**config.mk**
```make
export PLATFORM = sky130hd
export DESIGN_NAME = traffic_phase_scheduler
export DESIGN_NICKNAME = d
export VERILOG_FILES = /design/src/rtl/traffic_phase_scheduler.sv
export SDC_FILE = /design/constraint.sdc
export NUM_CORES = 1
export LEC_CHECK = 0
export BUFFER_PORTS_ARGS = -buffer_cell sky130_fd_sc_hd__buf_4
export CAP_MARGIN = 15
export CORE_AREA = 2 2 92 94
export DETAILED_ROUTE_END_ITERATION = 12
export DIE_AREA = 0 0 94 96
export GPL_ROUTABILITY_DRIVEN = 0
export GPL_TIMING_DRIVEN = 1
export HOLD_SLACK_MARGIN = 0.03
export PLACE_DENSITY = 0.55
export SLEW_MARGIN = 40
export SYNTH_ARGS = -nofsm -noshare
export SYNTH_HDL_FRONTEND = slang
export SYNTH_SLANG_ARGS = --single-unit
```
**constraint.sdc**
```tcl
create_clock -name clk -period 3.35 [get_ports clk]
set_input_delay 0 -clock clk [delete_from_list [all_inputs] [get_ports clk]]
set_output_delay 0 -clock clk [all_outputs]
set_load 0.03 [all_outputs]
```
**src/rtl/traffic_phase_scheduler.sv**
```systemverilog
// traffic_phase_scheduler: demand-actuated two-approach sequencer with walk.
// Define TPS_NIGHT_FLASH_EN to add the night input and FLASH mode.
module traffic_phase_scheduler #(
   parameter int TICK_DIV  = 50000000,
   parameter int GREEN_MIN = 6,
   parameter int GREEN_MAX = 12,
   parameter int YELLOW_T  = 3,
   parameter int ALLRED_T  = 1,
   parameter int WALK_T    = 5
) (
   input  logic       clk,
   input  logic       reset,
   input  logic       car_a,
   input  logic       car_b,
   input  logic       ped_req,
`ifdef TPS_NIGHT_FLASH_EN
   input  logic       night,
`endif
   output logic [2:0] light_a,
   output logic [2:0] light_b,
   output logic       walk,
   output logic [2:0] phase,
   output logic [3:0] sec_left,
   output logic       tick
);

   localparam logic [2:0] A_GRN  = 3'd0;
   localparam logic [2:0] A_YEL  = 3'd1;
   localparam logic [2:0] RED_AB = 3'd2;
   localparam logic [2:0] B_GRN  = 3'd3;
   localparam logic [2:0] B_YEL  = 3'd4;
   localparam logic [2:0] RED_BA = 3'd5;
   localparam logic [2:0] WALK   = 3'd6;
   localparam logic [2:0] FLASH  = 3'd7;

   localparam int PW = (TICK_DIV > 1) ? $clog2(TICK_DIV) : 1;
   localparam logic [PW-1:0] P_LAST = PW'(TICK_DIV - 1);

   localparam logic [3:0] G_MIN = 4'(GREEN_MIN);
   localparam logic [3:0] G_MAX = 4'(GREEN_MAX);
   localparam logic [3:0] Y_T   = 4'(YELLOW_T);
   localparam logic [3:0] AR_T  = 4'(ALLRED_T);
   localparam logic [3:0] W_T   = 4'(WALK_T);

   if (TICK_DIV < 1 || GREEN_MIN > 15 || GREEN_MAX > 15 ||
       YELLOW_T > 15 || ALLRED_T > 15 || WALK_T > 15 ||
       GREEN_MAX < GREEN_MIN) begin : g_param_err
      $error("traffic_phase_scheduler: illegal timing parameter");
   end

   logic [PW-1:0] presc;
   logic [3:0]    elapsed;
   logic [3:0]    el_inc;
   logic [2:0]    state;
   logic [2:0]    nxt;
   logic          wrap;
   logic          ped_pend;
   logic          ret_b;
   logic          flash_on;
   logic          fl_n;
   logic          night_i;
   logic [2:0]    la_n;
   logic [2:0]    lb_n;
   logic          wk_n;

`ifdef TPS_NIGHT_FLASH_EN
   assign night_i = night;
`else
   assign night_i = 1'b0;
`endif

   assign wrap  = (presc == P_LAST);
   assign tick  = wrap;
   assign phase = state;

   // elapsed as it will read after this tick; greens saturate at GREEN_MAX
   always_comb begin
      el_inc = (elapsed == 4'hF) ? 4'hF : elapsed + 4'd1;
      if ((state == A_GRN || state == B_GRN) && el_inc > G_MAX)
         el_inc = G_MAX;
   end

   always_comb begin
      nxt = state;
      if (wrap) begin
         unique case (state)
            A_GRN:
               if ((car_b || ped_pend) &&
                   ((el_inc >= G_MIN && !car_a) || el_inc >= G_MAX))
                  nxt = A_YEL;
            A_YEL:
               if (el_inc >= Y_T) nxt = RED_AB;
            RED_AB:
               if (el_inc >= AR_T)
                  nxt = night_i ? FLASH : (ped_pend ? WALK : B_GRN);
            B_GRN:
               if ((car_a || ped_pend) &&
                   ((el_inc >= G_MIN && !car_b) || el_inc >= G_MAX))
                  nxt = B_YEL;
            B_YEL:
               if (el_inc >= Y_T) nxt = RED_BA;
            RED_BA:
               if (el_inc >= AR_T)
                  nxt = night_i ? FLASH : (ped_pend ? WALK : A_GRN);
            WALK:
               if (el_inc >= W_T) nxt = ret_b ? B_GRN : A_GRN;
            FLASH:
               if (!night_i) nxt = RED_AB;
            default:
               nxt = A_GRN;
         endcase
      end
   end

   always_comb begin
      fl_n = 1'b0;
      if (nxt == FLASH)
         fl_n = (state != FLASH) ? 1'b1 : (wrap ? ~flash_on : flash_on);
   end

   always_comb begin
      la_n = 3'b100;
      lb_n = 3'b100;
      wk_n = 1'b0;
      unique case (nxt)
         A_GRN: la_n = 3'b001;
         A_YEL: la_n = 3'b010;
         B_GRN: lb_n = 3'b001;
         B_YEL: lb_n = 3'b010;
         WALK:  wk_n = 1'b1;
         FLASH: begin
            la_n = fl_n ? 3'b010 : 3'b000;
            lb_n = fl_n ? 3'b100 : 3'b000;
         end
         default: ;
      endcase
   end

   always_comb begin
      sec_left = 4'd0;
      unique case (state)
         A_GRN, B_GRN:
            sec_left = (elapsed >= G_MIN) ? 4'd0 : G_MIN - elapsed;
         A_YEL, B_YEL:   sec_left = Y_T - elapsed;
         RED_AB, RED_BA: sec_left = AR_T - elapsed;
         WALK:           sec_left = W_T - elapsed;
         default:        sec_left = 4'd0;
      endcase
   end

   always_ff @(posedge clk or negedge reset) begin
      if (!reset) begin
         state    <= A_GRN;
         presc    <= '0;
         elapsed  <= 4'd0;
         ped_pend <= 1'b0;
         ret_b    <= 1'b0;
         flash_on <= 1'b0;
         light_a  <= 3'b001;
         light_b  <= 3'b100;
         walk     <= 1'b0;
      end else begin
         state    <= nxt;
         presc    <= wrap ? '0 : presc + PW'(1);
         flash_on <= fl_n;
         light_a  <= la_n;
         light_b  <= lb_n;
         walk     <= wk_n;
         if (nxt != state)
            elapsed <= 4'd0;
         else if (wrap)
            elapsed <= el_inc;
         // a request on the WALK-entry edge survives the clear
         if (nxt == FLASH || state == FLASH)
            ped_pend <= 1'b0;
         else if (ped_req)
            ped_pend <= 1'b1;
         else if (nxt == WALK && state != WALK)
            ped_pend <= 1'b0;
         if (nxt == WALK && state != WALK)
            ret_b <= (state == RED_AB);
      end
   end

endmodule
```
==> impl_metrics.csv, run 1 <==
group,metric,value,unit
logic_synthesis,yosysMostFrequentCell,"nor2_1",
pwr,leakagePower,0.00140,uW
timing,finalCritPeriodShare,0.890,
floorplanning,die_y,96,um
logic_synthesis,netlist_area,2690,um^2
worst_setup_path,crit_required,3.58,ns
grt,grt_max_degree,44,
logic_synthesis,yosys-top-cells-area,"dfrtp_1 (38%), nor2_1 (6.3%), xor2_1 (4.6%)",
timing,max_clock_freq,335,MHz
worst_setup_path,cp-startpoint,"elapsed[1]",
final_layout,fillCellCount,831,
logic_synthesis,yosys_register_bits,43,
pwr,pwr-share-clk,0.376,
pwr,p_switching,192,uW
worst_setup_path,regToRegSetupSlack,0.37,ns
timing,relSlewSlack,0.605,
timing,setup_viol,0,
timing,rsz0062_at_grt,"false",
grt,grt_pass1_vias,2168,
routing,dr.pass1.iters,4,
clocking,cts_resized,0,
pwr,power_density,284,nW/um^2
logic_synthesis,yosysTopAreaCellShare,0.382,
clocking,hold_buffers,2,
floorplanning,die_area,9020,um^2
clocking,cts_tree,"yes",
floorplanning,fp.dieW,94,um
worst_setup_path,crit_chain,"ha_1, and3b_1, nor3_1, o21bai_1, a211oi_1, o22ai_1, o22ai_2, and4_1, a21o_1",
logic_synthesis,yosys_warnings,0,
worst_setup_path,critical_path_class,"register to register",
floorplanning,row_count,33,
routing,wl_per_cell,13.7,um
clocking,clk_pin_slew,0.09,ns
clocking,numCtsBuffers,5,
floorplanning,ios,20,
logic_synthesis,yosysSeqAreaShare,0.401,
routing,first_iter_violations,93,
routing,via_count,2251,
logic_synthesis,async_reset_ff_frac,1.00,
timing,hold_viol,0,
logic_synthesis,synth.avg_cell_area,8.81,um^2
pwr,total_power,862,uW
grt,antenna_found_initial,0,
worst_setup_path,endpoint,"light_a[1]",
clocking,cts-htree-levels,2,
timing,tightest_slew,0.593,ns
pwr,power.internal,670,uW
logic_synthesis,ys_top_cells_by_count,"nor2_1 (45), dfrtp_1 (41), nand2_1 (29)",
outcome,status,"finished, final reports clean",
place,placed_cell_area,2920,um^2
worst_hold_path,hold_class,"primary input to async pin",
timing,finalSetupTns,0,ns
grt,grt_overflow_total,0,
grt,grt.total_usage,0.142,
worst_setup_path,startpoint_type,"register",
worst_setup_path,slowest_stage,"dfrtp_1",
pwr,swShare,0.222,
final_layout,fin_nets,336,
timing,drv_slew,0,
place,port_buffers,19,
clocking,cts-root-buf,"clkbuf_8",
final_layout,design_area,3030,um^2
routing,postRouteAntennaNets,0,
clocking,post_cts_buffers,0,
logic_synthesis,synth_top_area_cell,"dfrtp_1",
pwr,pwr-share-comb,0.022,
pwr,seq_power_share,0.602,
final_layout,drive_gt1_frac,0.145,
floorplanning,fp.coreArea,8050,um^2
routing,wl,5.90,mm
routing,drc,0,
grt,grt_pass1_wl,10.5,mm
clocking,cts_max_path_buffers,2,
logic_synthesis,netlist_instances,305,
final_layout,antenna_cells,0,
worst_setup_path,cp-end-kind,"register",
worst_setup_path,reg2regPathDepth,9,
timing,timing.clock.skew,0.0130,ns
logic_synthesis,synth.distinct_cells,62,
place,dp_hpwl,4.23,mm
worst_setup_path,cpPeakStageDelay,0.54,ns
floorplanning,initial_utilization,0.334,
logic_synthesis,ys.flop_type,"dfrtp_1",
worst_setup_path,crit_fanout,12,
logic_synthesis,synth-edff-count,0,
pwr,peakVddDrop,0.224,mV
worst_setup_path,cp.arrival,3.21,ns
routing,via_per_inst,5.23,
worst_setup_path,worst_r2r_endpoint,"light_a[1]",
worst_setup_path,worstReg2RegStart,"elapsed[1]",
clocking,clkLatencyLatePin,0.29,ns
run,max_cap_violations,0,
final_layout,syn2layout_area_growth,12.9,%
clocking,cts.sinks,43,
timing,fin_crit,2.98,ns
logic_synthesis,syn_nets,317,
-- registers in the layout (all words and copies together), names as in the netlist --
register and flops:
elapsed 4, flash_on 1, light_a 3, light_b 3
ped_pend 1, phase 3, presc 26, ret_b 1
walk 1
-- power by group through the flow --
stage	registers (uW)	clock network, uW	logic [uW]
global placement	529	0	18.6
CTS	519	338	20.5
global route	519	362	22.6
detailed placement	529	0	18.5
floorplan	529	0	2.64
finish	519	324	19.3
-- through the flow --
| stage | util | worst slack, ns | hold WS, ns | std cells |
|---|---|---|---|---|
| after CTS | 0.376 | 0.308 | 0.246 | 430 |
| after global routing | 0.377 | 0.0258 | 0.276 | 430 |
| final | 0.377 | 0.367 | 0.222 | 430 |
| after global placement | 0.363 | 0.428 | 0.0304 | 420 |
| after detailed placement | 0.363 | 0.332 | 0.0280 | 420 |
| after floorplan | - | 0.717 | -0.296 | 305 |
-- cells in the final DEF (no fill, tap or decap), drive strengths merged, types with 8 or more instances in the layout --
| cell type | synthesis | layout |
|---|---|---|
| nor2 | 47 | 47 |
| nor3 | 8 | 8 |
| a21oi | 17 | 17 |
| dfrtp | 41 | 41 |
| xor2 | 14 | 14 |
| nand3 | 11 | 11 |
| inv | 12 | 12 |
| xnor2 | 11 | 11 |
| buf | 10 | 24 |
| o22ai | 9 | 9 |
| nand4 | 9 | 9 |
| nand2 | 29 | 29 |
| o21ai | 12 | 12 |
-- layer usage --
layer / vias to the layer above / global-route usage / routed length, um
li1: 1114 / - / -
met1: 1090 / 0.196 / 2780
met2: 42 / 0.244 / 2890
met3: 5 / 0.0211 / 201
met4: 0 / 0.0217 / 27
met5: - / 0 / 0
-- cell families (layout without fill, tap and decap cells) --
family	Yosys count	after routing	share of synthesized area
flip-flops	43	43	0.401
AO/OA/AOI/OAI	66	66	0.165
buffers and inverters	27	47	0.0470
multiplexers	1	1	0.00373
AND/OR/NAND/NOR	136	136	0.265
XOR/XNOR	25	25	0.0815
adder cells (fa/ha/maj)	7	7	0.0354
-- critical path: cells and delay by family (launching register included) --
family                   cells  cell delay (ns)
AO/OA/AOI/OAI                5             1.23
adder cells (fa/ha/maj)      1             0.34
flip-flops                   1             0.54
AND/OR/NAND/NOR              3             0.83
-- layout make-up --
cell class / count / area (um^2) / share of cell area
Clock buffer: 6 / 72.6 / 0.0239
Inverter: 13 / 48.8 / 0.0161
Clock inverter: 2 / 12.5 / 0.00412
Timing Repair Buffer: 26 / 200 / 0.0660
Sequential cell: 43 / 1080 / 0.355
Tap cell: 105 / 131 / 0.0433
Multi-Input combinational cell: 235 / 1490 / 0.491
-- worst min-delay path by stage --
stage	start	end	slack, ns
global placement	reset	presc[15]	0.03
detailed placement	reset	presc[14]	0.03
finish	reset	presc[15]	0.22
floorplan	reset	elapsed[0]	-0.30
global route	reset	presc[15]	0.28
CTS	reset	presc[15]	0.25
No activity file was read; power rests on OpenSTA's default activity.
==> run 2, diff against run 1 <==
--- a/config.mk
+++ b/config.mk
@@ -5,15 +5,17 @@
 export SDC_FILE = /design/constraint.sdc
 export NUM_CORES = 1
 export LEC_CHECK = 0
+export ABC_AREA = 1
 export BUFFER_PORTS_ARGS = -buffer_cell sky130_fd_sc_hd__buf_4
-export CAP_MARGIN = 15
-export CORE_AREA = 2 2 92 94
+export CAP_MARGIN = 20
+export CORE_AREA = 2 2 93 95
 export DETAILED_ROUTE_END_ITERATION = 12
-export DIE_AREA = 0 0 94 96
+export DIE_AREA = 0 0 95 97
 export GPL_ROUTABILITY_DRIVEN = 0
 export GPL_TIMING_DRIVEN = 1
 export HOLD_SLACK_MARGIN = 0.03
-export PLACE_DENSITY = 0.55
+export PLACE_DENSITY = 0.54
+export SETUP_SLACK_MARGIN = 0.2
 export SLEW_MARGIN = 40
 export SYNTH_ARGS = -nofsm -noshare
 export SYNTH_HDL_FRONTEND = slang
==> run 2 against run 1 <==
  * Clock power increased by 49%
  * Global-route usage decreased by 0.11 points
  * Combinational power decreased by 13%
  * Count of clock-buffer cells in the layout decreased by 1
  * Total power increased by 18%
  * Flip-flop and latch count unchanged
  * Sequential share of layout area decreased by 0.79 points
  * Routed wire length increased by 3.8%
  * First-iteration DRC count increased by 9.7%
  * Synthesized cell count increased by 19%
  * Critical path type is now register to output port
==> impl_metrics.csv, run 2 <==
group,metric,value,unit
outcome,status,"finished, final reports clean",
routing,via_count,2382,
worst_setup_path,crit_fanout,15,
pwr,leakagePower,0.00155,uW
timing,max_clock_freq,408,MHz
routing,wl_per_cell,12.5,um
worst_setup_path,crit_required,3.35,ns
clocking,cts_max_path_buffers,2,
final_layout,largest_reg_flops,26,
pwr,peakVddDrop,0.164,mV
worst_setup_path,regToRegSetupSlack,0.91,ns
timing,relSlewSlack,0.577,
floorplanning,fp.dieW,95,um
timing,tightest_slew,0.626,ns
logic_synthesis,synth.distinct_cells,40,
final_layout,fin_nets,397,
logic_synthesis,async_reset_ff_frac,1.00,
logic_synthesis,netlist_area,2700,um^2
routing,dr.pass1.iters,6,
pwr,p_switching,198,uW
clocking,numCtsBuffers,5,
worst_setup_path,critical_path_class,"register to output port",
final_layout,syn2layout_area_growth,15.1,%
floorplanning,row_count,33,
logic_synthesis,syn_nets,374,
grt,grt.busiest_layer,"met2",
clocking,cts-htree-levels,2,
logic_synthesis,yosysSeqAreaShare,0.400,
routing,via_per_inst,4.85,
final_layout,final_common_cell,"nand2_1",
final_layout,layout_common_cells,"nand2_1 (72), inv_1 (57), nor2_1 (45)",
pwr,power.internal,821,uW
pwr,pwr-share-comb,0.016,
worst_setup_path,worst_r2r_endpoint,"elapsed[0]",
worst_setup_path,cp-end-kind,"output port",
clocking,cts_tree,"yes",
clocking,clkLatencyLatePin,0.29,ns
grt,grt_max_degree,44,
pwr,seq_power_share,0.509,
pwr,swShare,0.194,
floorplanning,die_y,97,um
routing,wl,6.12,mm
worst_setup_path,startpoint_type,"register",
routing,postRouteAntennaNets,0,
place,placed_cell_area,2950,um^2
logic_synthesis,ys_top_cells_by_count,"nand2_1 (72), inv_1 (57), nor2_1 (45)",
logic_synthesis,netlist_instances,362,
timing,setup_ws,0.897,ns
floorplanning,fp.coreArea,8130,um^2
timing,finalSetupTns,0,ns
place,port_buffers,19,
timing,drv_slew,0,
timing,timing.clock.skew,0.00447,ns
grt,grt_util_met2,0.221,
logic_synthesis,synth_top_area_cell,"dfrtp_1",
grt,antenna_found_initial,0,
timing,finalCritPeriodShare,0.732,
floorplanning,ios,20,
logic_synthesis,synth-edff-count,0,
logic_synthesis,ys.flop_type,"dfrtp_1",
clocking,cts-root-buf,"clkbuf_8",
logic_synthesis,yosysTopAreaCellShare,0.381,
pwr,power_density,328,nW/um^2
clocking,clk_pin_slew,0.08,ns
run,max_cap_violations,0,
grt,use_met3,0.0257,
place,dp_hpwl,4.73,mm
floorplanning,initial_utilization,0.331,
grt,grt_overflow_total,0,
logic_synthesis,yosys-top-cells-area,"dfrtp_1 (38%), nand2_1 (10%), inv_1 (7.9%)",
final_layout,reg.largest.list,"presc: 26 flops, elapsed: 4 flops",
timing,hold_viol,0,
worst_setup_path,reg2regPathDepth,14,
worst_hold_path,hold_class,"primary input to async pin",
grt,grt_pass1_vias,2321,
grt,use_met1,0.196,
final_layout,antenna_cells,0,
clocking,cts_resized,0,
pwr,pwr-share-clk,0.475,
logic_synthesis,yosys_warnings,0,
floorplanning,die_area,9220,um^2
timing,rsz0062_at_grt,"false",
final_layout,fillCellCount,837,
routing,first_iter_violations,102,
grt,grt.total_usage,0.141,
routing,drc,0,
final_layout,top_register,"presc",
final_layout,drive_gt1_frac,0.142,
grt,grt_pass1_wl,10.6,mm
place,preCtsSetupSlack,0.929,ns
clocking,cts.sinks,43,
final_layout,design_area,3100,um^2
worst_setup_path,cp.arrival,2.45,ns
logic_synthesis,yosys_register_bits,43,
logic_synthesis,yosysMostFrequentCell,"nand2_1",
logic_synthesis,synth.avg_cell_area,7.44,um^2
pwr,total_power,1020,uW
timing,setup_viol,0,
timing,fin_crit,2.45,ns
clocking,post_cts_buffers,0,
worst_setup_path,worstReg2RegStart,"elapsed[1]",
## run 2: cell count changes in the layout (fill, tap and decap cells not counted), moves of 6 or more
cell     delta
inv_1      +45
nand2_1    +43
nand3_1     +9
nand4_1     +8
o22ai_1     -8
nand2_2     +7
xnor2_1     -7
xor2_1      -6
## run 2: cell type report
cell class              instances  area [um^2]  share of cell area
flip-flops and latches         43         1080               0.348
clock inverters                 3         67.6              0.0218
well taps                     105          131              0.0423
repair buffers                 21          163              0.0524
multi-input cells             253         1370               0.440
inverters                      61          229              0.0738
clock buffers                   5         68.8              0.0222
## run 2: power groups by stage
stage          clock (uW)  sequential (uW)  combinational, uW
3_3_place_gp            0              529               16.0
6_report              484              519               16.8
4_1_cts               500              519               18.1
5_1_grt               529              519               20.0
2_1_floorplan           0              529               1.33
3_5_place_dp            0              529               16.2
## run 2: logic make-up after synthesis
logic type                 Yosys count  synth area share
and+or+nand+nor                    195             0.345
AOI/OAI and AO/OA                   39            0.0873
DFF                                 43             0.400
xor gates and xnor gates            12            0.0390
buffers and inverters               66            0.0933
adders and majority gates            7            0.0353
## run 2: critical path, stage by stage (launching register included)
cell	delay, ns
dfrtp_1	0.40
ha_1	0.20
nand2_1	0.07
nor2_2	0.16
nand3_1	0.16
inv_1	0.12
nand4_2	0.36
inv_1	0.44
buf_4	0.24
## run 2: how the worst max path moves through the flow
stage	end	cells after the start	start	slack (ns)
2_1_floorplan	elapsed[0]	14	elapsed[1]	1.25
3_3_place_gp	elapsed[0]	14	elapsed[1]	0.93
3_5_place_dp	elapsed[0]	14	elapsed[1]	0.93
4_1_cts	tick	8	presc[0]	0.88
5_1_grt	elapsed[1]	15	elapsed[1]	0.61
6_report	tick	8	presc[0]	0.90
## run 2: what timing repair did
| item | in CTS | in global routing |
|---|---|---|
| hold endpoints to repair | 42 | 0 |
| setup endpoints to repair | 0 | 0 |
| hold buffers | 2 | 0 |
## run 2: routing by layer
layer  vias to the layer above  part of all wire
li1                       1217                 -
met1                      1133              0.50
met2                        30              0.47
met3                         2             0.024
met4                         0            0.0077
met5                         -                 0
## run 2: through the flow
step / util / hold WS, ns / cells
global placement: 0.362 / 0.0267 / 481
CTS: 0.381 / 0.251 / 491
global route: 0.381 / 0.281 / 491
detailed placement: 0.362 / 0.0323 / 481
floorplan: - / -0.296 / 362
finish: 0.381 / 0.228 / 491
